### config.mk
export PLATFORM = sky130hd
export DESIGN_NAME = grid_seq
export DESIGN_NICKNAME = d
export VERILOG_FILES = /design/src/rtl/dkstr_pkg.sv /design/src/rtl/grid_seq_loader.sv /design/src/rtl/grid_seq.sv
export SDC_FILE = /design/constraint.sdc
export NUM_CORES = 1
export LEC_CHECK = 0
export CAP_MARGIN = 20
export CORE_MARGIN = 10
export CORE_UTILIZATION = 50
export CTS_CLUSTER_SIZE = 25
export DETAILED_ROUTE_END_ITERATION = 16
export DONT_BUFFER_PORTS = 1
export HOLD_SLACK_MARGIN = 0.1
export PLACE_DENSITY_LB_ADDON = 0.12
export SYNTH_ARGS = -nofsm -noshare
export SYNTH_HDL_FRONTEND = slang
export SYNTH_HIERARCHICAL = 1
export SYNTH_SLANG_ARGS = --single-unit
### constraint.sdc
create_clock -name clk -period 1.4 [get_ports clk]
set_input_delay 0.14 -clock clk [delete_from_list [all_inputs] [get_ports clk]]
set_output_delay 0.14 -clock clk [all_outputs]
set_load 0.005 [all_outputs]
### src/rtl/dkstr_pkg.sv
// Shared types and constants for the grid solve sequencer.
package dkstr_pkg;

  typedef enum logic [2:0] {
    ST_IDLE,
    ST_LOAD,
    ST_INIT,
    ST_RUN,
    ST_DONE
  } state_t;

  localparam logic [2:0] PHASE_LAST     = 3'd7;
  localparam logic [3:0] WEIGHT_BLOCKED = 4'hF;

  function automatic logic [7:0] sat_inc8(input logic [7:0] v);
    return (v == 8'hFF) ? v : v + 8'd1;
  endfunction

endpackage

### src/rtl/grid_seq_loader.sv
// Raster beat counter that turns accepted weight beats into registered load strobes.
module grid_seq_loader
  import dkstr_pkg::*;
#(
  parameter int CELLS = 64,
  parameter int AW    = 6
) (
  input  logic          clk,
  input  logic          rst_n,
  input  logic          clr,
  input  logic          accept,
  input  logic [3:0]    w_data,
  output logic [AW-1:0] idx,
  output logic          last,
  output logic          ld,
  output logic [AW-1:0] ld_addr,
  output logic [3:0]    ld_weight
);

  logic [AW-1:0] idx_q, idx_d;
  logic          ld_q, ld_d;
  logic [AW-1:0] ld_addr_q, ld_addr_d;
  logic [3:0]    ld_weight_q, ld_weight_d;

  assign idx  = idx_q;
  assign last = (idx_q == AW'(CELLS - 1));

  always_comb begin
    idx_d       = idx_q;
    ld_d        = accept;
    ld_addr_d   = accept ? idx_q : '0;
    ld_weight_d = accept ? w_data : 4'h0;
    if (clr) begin
      idx_d = '0;
    end else if (accept) begin
      idx_d = last ? '0 : idx_q + AW'(1);
    end
  end

  always_ff @(posedge clk or negedge rst_n) begin
    if (!rst_n) begin
      idx_q       <= '0;
      ld_q        <= 1'b0;
      ld_addr_q   <= '0;
      ld_weight_q <= 4'h0;
    end else begin
      idx_q       <= idx_d;
      ld_q        <= ld_d;
      ld_addr_q   <= ld_addr_d;
      ld_weight_q <= ld_weight_d;
    end
  end

  assign ld        = ld_q;
  assign ld_addr   = ld_addr_q;
  assign ld_weight = ld_weight_q;

endmodule

### src/rtl/grid_seq.sv
// Sequencer for a grid of node units: loads weights, seeds the source cell,
// then counts 8-phase sweeps until the grid goes quiet or the sweep limit hits.
module grid_seq
  import dkstr_pkg::*;
#(
  parameter int ROWS         = 8,
  parameter int COLS         = 8,
  parameter int MAX_SWEEPS   = 255,
  parameter int QUIET_SWEEPS = 2,
  localparam int AW = (ROWS * COLS > 1) ? $clog2(ROWS * COLS) : 1
) (
  input  logic          clk,
  input  logic          rst_n,
  input  logic          start,
  input  logic [AW-1:0] start_addr,
  input  logic          abort,
  input  logic          w_valid,
  input  logic [3:0]    w_data,
  output logic          w_ready,
  input  logic          any_mod,
  output logic          neu_rst,
  output logic          neu_clr,
  output logic [AW-1:0] clr_addr,
  output logic          ld,
  output logic [AW-1:0] ld_addr,
  output logic [3:0]    ld_weight,
  output logic          busy,
  output logic          done,
  output logic          timeout,
  output logic          blocked,
  output logic [7:0]    sweeps
);

  // Reset asserts immediately but releases only after two clean clock edges.
  logic [1:0] rst_sync_q;
  logic       rst_int_n;

  always_ff @(posedge clk or negedge rst_n) begin
    if (!rst_n) rst_sync_q <= 2'b00;
    else        rst_sync_q <= {rst_sync_q[0], 1'b1};
  end
  assign rst_int_n = rst_sync_q[1];

  state_t        state_q, state_d;
  logic [AW-1:0] addr_q, addr_d;
  logic          blocked_q, blocked_d;
  logic          timeout_q, timeout_d;
  logic [7:0]    sweeps_q, sweeps_d;
  logic [2:0]    phase_q, phase_d;
  logic [7:0]    quiet_q, quiet_d;

  logic          loader_clr;
  logic          accept;
  logic [AW-1:0] load_idx;
  logic          load_last;

  grid_seq_loader #(
    .CELLS (ROWS * COLS),
    .AW    (AW)
  ) u_loader (
    .clk       (clk),
    .rst_n     (rst_int_n),
    .clr       (loader_clr),
    .accept    (accept),
    .w_data    (w_data),
    .idx       (load_idx),
    .last      (load_last),
    .ld        (ld),
    .ld_addr   (ld_addr),
    .ld_weight (ld_weight)
  );

  always_comb begin
    state_d    = state_q;
    addr_d     = addr_q;
    blocked_d  = blocked_q;
    timeout_d  = timeout_q;
    sweeps_d   = sweeps_q;
    phase_d    = 3'd0;
    quiet_d    = quiet_q;
    loader_clr = 1'b1;
    accept     = 1'b0;

    unique case (state_q)
      ST_IDLE: begin
        if (start) begin
          state_d   = ST_LOAD;
          addr_d    = start_addr;
          blocked_d = 1'b0;
          timeout_d = 1'b0;
          sweeps_d  = 8'd0;
          quiet_d   = 8'd0;
        end
      end
      ST_LOAD: begin
        // An aborted cycle must not produce a load strobe.
        loader_clr = abort;
        accept     = w_valid & ~abort;
        if (accept && load_idx == addr_q && w_data == WEIGHT_BLOCKED) blocked_d = 1'b1;
        if (abort)                  state_d = ST_IDLE;
        else if (accept && load_last) state_d = ST_INIT;
      end
      ST_INIT: begin
        if (abort)          state_d = ST_IDLE;
        else if (blocked_q) state_d = ST_DONE;
        else                state_d = ST_RUN;
      end
      ST_RUN: begin
        phase_d = phase_q + 3'd1;
        if (abort) begin
          state_d = ST_IDLE;
        end else if (phase_q == PHASE_LAST) begin
          sweeps_d = sat_inc8(sweeps_q);
          quiet_d  = any_mod ? 8'd0 : sat_inc8(quiet_q);
          // Convergence is tested first so it wins over a simultaneous limit.
          if (int'(quiet_d) >= QUIET_SWEEPS) begin
            state_d = ST_DONE;
          end else if (int'(sweeps_q) + 1 >= MAX_SWEEPS) begin
            timeout_d = 1'b1;
            state_d   = ST_DONE;
          end
        end
      end
      ST_DONE: state_d = ST_IDLE;
      default: state_d = ST_IDLE;
    endcase
  end

  always_ff @(posedge clk or negedge rst_int_n) begin
    if (!rst_int_n) begin
      state_q   <= ST_IDLE;
      addr_q    <= '0;
      blocked_q <= 1'b0;
      timeout_q <= 1'b0;
      sweeps_q  <= 8'd0;
      phase_q   <= 3'd0;
      quiet_q   <= 8'd0;
    end else begin
      state_q   <= state_d;
      addr_q    <= addr_d;
      blocked_q <= blocked_d;
      timeout_q <= timeout_d;
      sweeps_q  <= sweeps_d;
      phase_q   <= phase_d;
      quiet_q   <= quiet_d;
    end
  end

  assign w_ready  = (state_q == ST_LOAD);
  assign neu_rst  = (state_q == ST_INIT);
  assign neu_clr  = (state_q == ST_INIT) & ~blocked_q;
  assign clr_addr = neu_clr ? addr_q : '0;
  assign busy     = (state_q != ST_IDLE);
  assign done     = (state_q == ST_DONE);
  assign timeout  = timeout_q;
  assign blocked  = blocked_q;
  assign sweeps   = sweeps_q;

endmodule

## Yosys cells after proc, flatten, opt, wreduce, memory -nomap -nowiden

Index checks and enable logic that the tools add are counted.
Widths: inputs -> output; s select.

- Register bits after elaboration: 49
- Input port bits: 16
- Output and inout bits: 32
- Word-level logic and storage cells: 94

- Add/sub/neg operators: 5
- Order comparisons: 2
- Equal/unequal tests: 20
- Multiplexer cells: 37
- Bitwise logic cells: 4
- Reductions and logical operators: 14

Operator list:

| kind | number |
|---|---|
| $mux 8 | 8 |
| $pmux 8 s2 | 2 |
| $mux 3 | 10 |
| $mux 6 | 5 |
| $add 8x1->8 const B | 2 |
| $eq 8x8->1 const B | 2 |
| $ne 2x2->1 const B | 6 |
| $pmux 3 s4 | 1 |
| $add 8x1->9 const B | 1 |
| $ge 9x8->1 const B | 1 |
| $ge 8x2->1 const B | 1 |
| $mux 1 | 8 |
| $reduce_and 4->1 | 2 |
| $add 6x1->6 const B | 1 |
| $eq 3x2->1 const B | 2 |
| $eq 3x3->1 const B | 2 |
| $eq 6x6->1 | 1 |
| $eq 6x6->1 const B | 1 |
| $reduce_and 6->1 | 1 |
| $reduce_bool 2->1 | 3 |
| $reduce_and 5->1 | 1 |
| $eq 4x4->1 const B | 1 |
| $mux 4 | 1 |
| $ne 4x4->1 const B | 1 |
| other kinds (13) | 18 |

## Depth between registers and ports, before layout

- Depth after elaboration: 8
- Gate-level depth with buffers: 8
- Depth with buffers taken out: 8

## Modules after synthesis

Netlist, hierarchy kept.

By module, submodules not included:

| module | times used | cells each | area an instance (µm²) |
|---|---|---|---|
| grid_seq | 1 | 202 | 1,923.1 |
| grid_seq_loader | 1 | 53 | 646.9 |

## Least setup slack after synthesis

OpenSTA, ideal clock, no wires.

- Path kind: register to register
- From: register sweeps_q[0] (netlist: sweeps[0])
- To: register sweeps_q[6] (netlist: sweeps[6])
- Setup time: 0.128 ns
- Data arrival time: 1.749 ns
- Path slack: -0.477 ns
- Stages on the path, launching flop included: 8
- Path buffers: 1
- Clock period less this slack: 1.877 ns
- Cell sequence: dfrtp_1 > ha_1 > nand3_1 > o311ai_2 > buf_2 > nor2_1 > o21ai_1 > o41ai_1

- Longest elaborated chain between the ends: 5

Ends and longest elaborated chain:

| what | RTL line | RTL |
|---|---|---|
| start: declaration | grid_seq.sv:48 | `logic [7:0] sweeps_q, sweeps_d;` |
| start signal: assignment | grid_seq.sv:143 | `sweeps_q <= sweeps_d;` |
| $add 8x1->8 | dkstr_pkg.sv:16 | `return (v == 8'hFF) ? v : v + 8'd1;` |
| $mux 8 | dkstr_pkg.sv:16 |  |
| $mux 8 | grid_seq.sv:112 | `end else if (phase_q == PHASE_LAST) begin` |
| $mux 8 | grid_seq.sv:110 | `if (abort) begin` |
| $pmux 8 s2 | grid_seq.sv:84 | `unique case (state_q)` |

Several ways; a longest one is shown, not always the timed one. The select of a mux whose other input is x is not followed.
A chain may end at the register's enable or synchronous reset.

## Final worst setup path

- From: register state_q[2]
- To: output port clr_addr[3]

- Longest elaborated chain between the ends: 3

Ends and longest elaborated chain:

| what | RTL line | RTL |
|---|---|---|
| start: declaration | grid_seq.sv:44 | `state_t state_q, state_d;` |
| start signal: assignment | grid_seq.sv:139 | `state_q <= state_d;` |
| $eq 3x2->1 | grid_seq.sv:151 | `assign neu_clr = (state_q == ST_INIT) & ~blocked_q;` |
| $and 1x1->1 | grid_seq.sv:151 |  |
| $mux 6 | grid_seq.sv:152 | `assign clr_addr = neu_clr ? addr_q : '0;` |
| end: declaration | grid_seq.sv:23 | `output logic [AW-1:0] clr_addr,` |

Every way passes these cells.

==> Implementation_results.wiki <==
{| class="wikitable"
! Metric !! Value
|-
| Std cell rows || 26
|-
| Routed WL per cell || around 18 um
|-
| Leakage component of the power || about 0.0018 uW
|-
| Max Buffers Root-to-Sink || 2
|-
| Worst endpoint required time || 1.26 ns
|-
| Hold Path Class || in -> reg
|-
| Proportion of register bits with asynchronous set or reset after synthesis || between 90% and 100%
|-
| Total congestion overflow after global routing || 0
|-
| Floorplan Core Area || 5040 um2
|-
| Vias in the first global route || about 2400
|-
| Width of the die || 91.7 um
|-
| Max-capacitance violation count || 0
|-
| Part of the power in combinational logic || approximately 37%
|-
| Number of vias per cell after detailed routing || around 5.6
|-
| Violations in the final reports || negative setup slack
|-
| Slew Viols, Final || 0
|-
| Classification of the worst setup path || reg -> out
|-
| Effective utilization at floorplan || between 50% and 60%
|-
| Antenna violations before repair || 0
|-
| Critical-path cell with the highest stage delay || sky130_fd_sc_hd__dfrtp_1
|-
| Reg-to-reg critical path endpoint || timeout$_DFFE_PN0P_
|-
| Post-DRT Antenna Nets || 0
|-
| Net count of the finished layout || 380
|-
| Relative contribution of the clock network to total power || 24.1%
|-
| Final design instance area without fill || ~3900 um2
|-
| Count of endpoints failing setup in the final report || 52
|-
| Hold Vio Cnt, Final || 0
|-
| Power Internal || approximately 3000 uW
|-
| Top cell types by occurrence after synthesis || sky130_fd_sc_hd__dfrtp_1, sky130_fd_sc_hd__and2_1, sky130_fd_sc_hd__nand2_1
|-
| Launching instance or port of the critical path || state_q[2]$_DFFE_PN0P_
|-
| Levels on crit path || 6
|-
| Biggest area consumer among synthesized cells || sky130_fd_sc_hd__dfrtp_1
|-
| Root buffer cell || sky130_fd_sc_hd__clkbuf_8
|-
| Unrepaired setup endpoints after global routing || yes
|-
| Reg power frac || roughly 39%
|-
| Synth Flop Type || sky130_fd_sc_hd__dfrtp_1
|-
| Post-layout utilization of the core || 78.1%
|-
| TritonCTS clock tree || yes
|-
| PD cells || around 1100 nW/um2
|-
| Area grow syn2layout || 53.2%
|-
| Upper clock frequency limit || 0.559 GHz
|-
| Clock sinks || slightly below 50
|-
| Final Wtd Congestion || between 0.8 and 0.9
|-
| Final setup skew || 0.0133 ns
|-
| Peak ir drop on the vdd network || 0.886 mV
|-
| Count of inserted antenna diode cells || 0
|-
| Summed negative setup slack over all endpoints || -11.37 ns
|-
| Final cycle utilization of the critical path || 128%
|-
| Detailed-placement wirelength estimate || ~4.9 mm
|-
| Post-synth EDFFs || 0
|-
| Net switching share of the total power || 31.9%
|-
| Type of element launching the critical path || flop
|-
| Post-synthesis cell type count || 59
|-
| Hold_ws || roughly 0.10 ns
|-
| Avg Inst Size Synth || around 10 um2
|-
| Cell area after synthesis || 2570 um2
|-
| Most common cell on crit path || sky130_fd_sc_hd__buf_6
|-
| Port Buf Inserts || 0
|-
| Fraction of post-synthesis cell area in the top cell type by area || 47.7%
|-
| Number of fillers in the final layout || approximately 340
|-
| Count of buffer and inverter cells on the critical path || 3
|-
| Sequential-to-total area share from yosys stat || a little under half
|-
| I/O pin total || 48
|-
| Latest clock arrival within the worst-skew pair || 0.32 ns
|-
| Arrival time of the worst setup path || about 1.7 ns
|-
| Routed Wire Length || between 7 and 8 mm
|-
| Net Sw Power || between 1000 and 1500 uW
|-
| Global router's overall resource usage || between 10% and 20%
|-
| Critical Path Fanout Max || 8
|-
| Via total after detailed routing || roughly 2400
|-
| Die Footprint || between 8000 and 9000 um2
|-
| Clock transition at the registers of the reported paths || 0.10 ns
|-
| Critical path's largest stage delay || ~0.4 ns
|-
| Post-Synthesis Cells || between 200 and 300
|-
| Share of post-route cells with drive strength above 1 || about 48%
|-
| Placed instance area || roughly 3300 um2
|-
| Reg2Reg Setup Slack || -0.38 ns
|-
| Endpoint kind of the worst setup timing path || primary output
|-
| CTS HTree Levels || 2
|-
| Area contributors post-synth || sky130_fd_sc_hd__dfrtp_1, sky130_fd_sc_hd__and2_1, sky130_fd_sc_hd__ha_1, sky130_fd_sc_hd__nand2_1, sky130_fd_sc_hd__xor2_1
|-
| Maximum number of pins on one net before global-route repair || 37
|-
| Die outline height || ~92 um
|-
| Flop and latch count out of synthesis || slightly below 50
|-
| Remaining routing DRC violations || 0
|-
| Min Clock Period, post-route || approximately 1.8 ns
|-
| First drt pass iteration count || 5
|-
| Cell depth of the worst flop-to-flop path || 5
|-
| Worst Slack Setup Final || -0.390 ns
|-
| Run status || complete, but fails checks
|-
| Post-Synthesis Net Count || around 280
|-
| Number of clock buffers inserted by TritonCTS || 5
|-
| Initial drt markers || between 100 and 150
|-
| Family with the most delay on the worst path || simple AND/OR/NAND/NOR gates
|-
| Cells along the critical path || buf_6 > buf_6 > nor2b_4 > nor3b_4 > buf_6 > and2_4
|-
| Dominant cell by count in the synthesized netlist || sky130_fd_sc_hd__dfrtp_1
|-
| Synthesis warning total || 6
|-
| FF-to-FF Start || quiet_q[1]$_DFFE_PN0P_
|-
| Worst Setup EP || clr_addr[3]
|-
| First-pass GRT wire length || 11.7 mm
|}
## timing repair
item / in CTS / in global routing
pin swaps: 11 / 15
gates cloned: 1 / 0
gates resized for setup: 36 / 30
hold endpoints to repair: 15 / 0
hold buffers: 14 / 0
setup endpoints to repair: 53 / 55
setup buffers: 15 / 6
## registers in the layout, summed over array words and instances, names as in the netlist
register            count
quiet_q                 8
u_loader/idx            6
addr_q                  6
sweeps                  8
blocked                 1
timeout                 1
u_loader/ld_weight      4
rst_sync_q              2
u_loader/ld_addr        6
phase_q                 3
state_q                 3
u_loader/ld             1
## layout make-up
cell class / instances / area, um2 / share of cell area (%)
Tap cell: 70 / 87.6 / 2.23
Clock inverter: 3 / 47.5 / 1.21
Multi-Input combinational cell: 190 / 1580 / 40.1
Inverter: 8 / 30.0 / 0.763
Sequential cell: 49 / 1230 / 31.3
Timing Repair Buffer: 104 / 893 / 22.7
Clock buffer: 5 / 68.8 / 1.75
## metal layers
layer / GRT usage, % / part of all wire (%)
met1: 19.8 / 42
met3: 5.62 / 6.6
met5: 0 / 0
met4: 3.86 / 1.0
met2: 28.7 / 50
## through the flow
step / setup WS, ns / power, uW / instances
after global placement: -0.305 / 2880 / 388
final: -0.390 / 4480 / 429
after CTS: -0.326 / 4270 / 424
after global routing: -0.487 / 4680 / 429
after detailed placement: -0.354 / 2920 / 388
after floorplan: -0.261 / 2420 / 255
## layout by cell type, fill, tap and decap left out, types with 3 or more instances in the layout
master	n
sky130_fd_sc_hd__clkbuf_8	5
sky130_fd_sc_hd__nand4_1	5
sky130_fd_sc_hd__dfrtp_1	45
sky130_fd_sc_hd__mux2_2	6
sky130_fd_sc_hd__nand2_2	4
sky130_fd_sc_hd__nand3_1	7
sky130_fd_sc_hd__a21oi_1	4
sky130_fd_sc_hd__xor2_1	8
sky130_fd_sc_hd__inv_1	8
sky130_fd_sc_hd__ha_4	3
sky130_fd_sc_hd__nand2b_1	5
sky130_fd_sc_hd__nor2_1	12
sky130_fd_sc_hd__buf_4	74
sky130_fd_sc_hd__a21oi_2	7
sky130_fd_sc_hd__a31oi_1	3
sky130_fd_sc_hd__nand3_2	3
sky130_fd_sc_hd__and2_1	12
sky130_fd_sc_hd__dfrtp_2	4
sky130_fd_sc_hd__nand2_1	15
sky130_fd_sc_hd__nor3_1	3
sky130_fd_sc_hd__and2_4	10
sky130_fd_sc_hd__buf_6	14
sky130_fd_sc_hd__o21ai_1	11
sky130_fd_sc_hd__and3_4	3
sky130_fd_sc_hd__a31oi_4	3
sky130_fd_sc_hd__dlygate4sd3_1	14
sky130_fd_sc_hd__o31ai_1	3
## worst min-delay path by stage
| stage | startpoint | endpoint | slack [ns] | depth (start not counted) |
|---|---|---|---|---|
| after floorplan | rst_n | rst_sync_q[0]$_DFF_PN0_ | -0.16 | 0 |
| after global placement | rst_n | rst_sync_q[0]$_DFF_PN0_ | -0.16 | 0 |
| after detailed placement | rst_n | rst_sync_q[1]$_DFF_PN0_ | -0.16 | 0 |
| after CTS | abort | state_q[0]$_DFFE_PN0P_ | 0.13 | 3 |
| after global routing | any_mod | quiet_q[2]$_DFFE_PN0P_ | 0.13 | 4 |
| final | any_mod | quiet_q[2]$_DFFE_PN0P_ | 0.10 | 4 |
## worst reg2reg max path, cell delays in order (launching register included)
cell                        delay [ns]
sky130_fd_sc_hd__dfrtp_1          0.43
sky130_fd_sc_hd__ha_4             0.26
sky130_fd_sc_hd__a2111oi_4        0.31
sky130_fd_sc_hd__nand3_1          0.14
sky130_fd_sc_hd__o31a_1           0.33
sky130_fd_sc_hd__o41ai_2          0.20
## cell families after synthesis
kind of cell | after synthesis | synth area share (%)
AOI/OAI and AO/OA | 57 | 15.7
xor gates and xnor gates | 9 | 3.07
adders and majority gates | 6 | 2.92
buffers and inverters | 16 | 2.82
DFF | 49 | 47.7
muxes | 8 | 3.41
other | 1 | 0.146
and+or+nand+nor | 109 | 24.2
## power groups by stage
stage	Combinational [uW]	Sequential [uW]	Clock [uW]
6_report	1680	1720	1080
5_1_grt	1800	1750	1130
4_1_cts	1470	1710	1080
3_5_place_dp	1180	1730	0
3_3_place_gp	1150	1730	0
2_1_floorplan	711	1710	0
(Power assumes the default switching activity.)
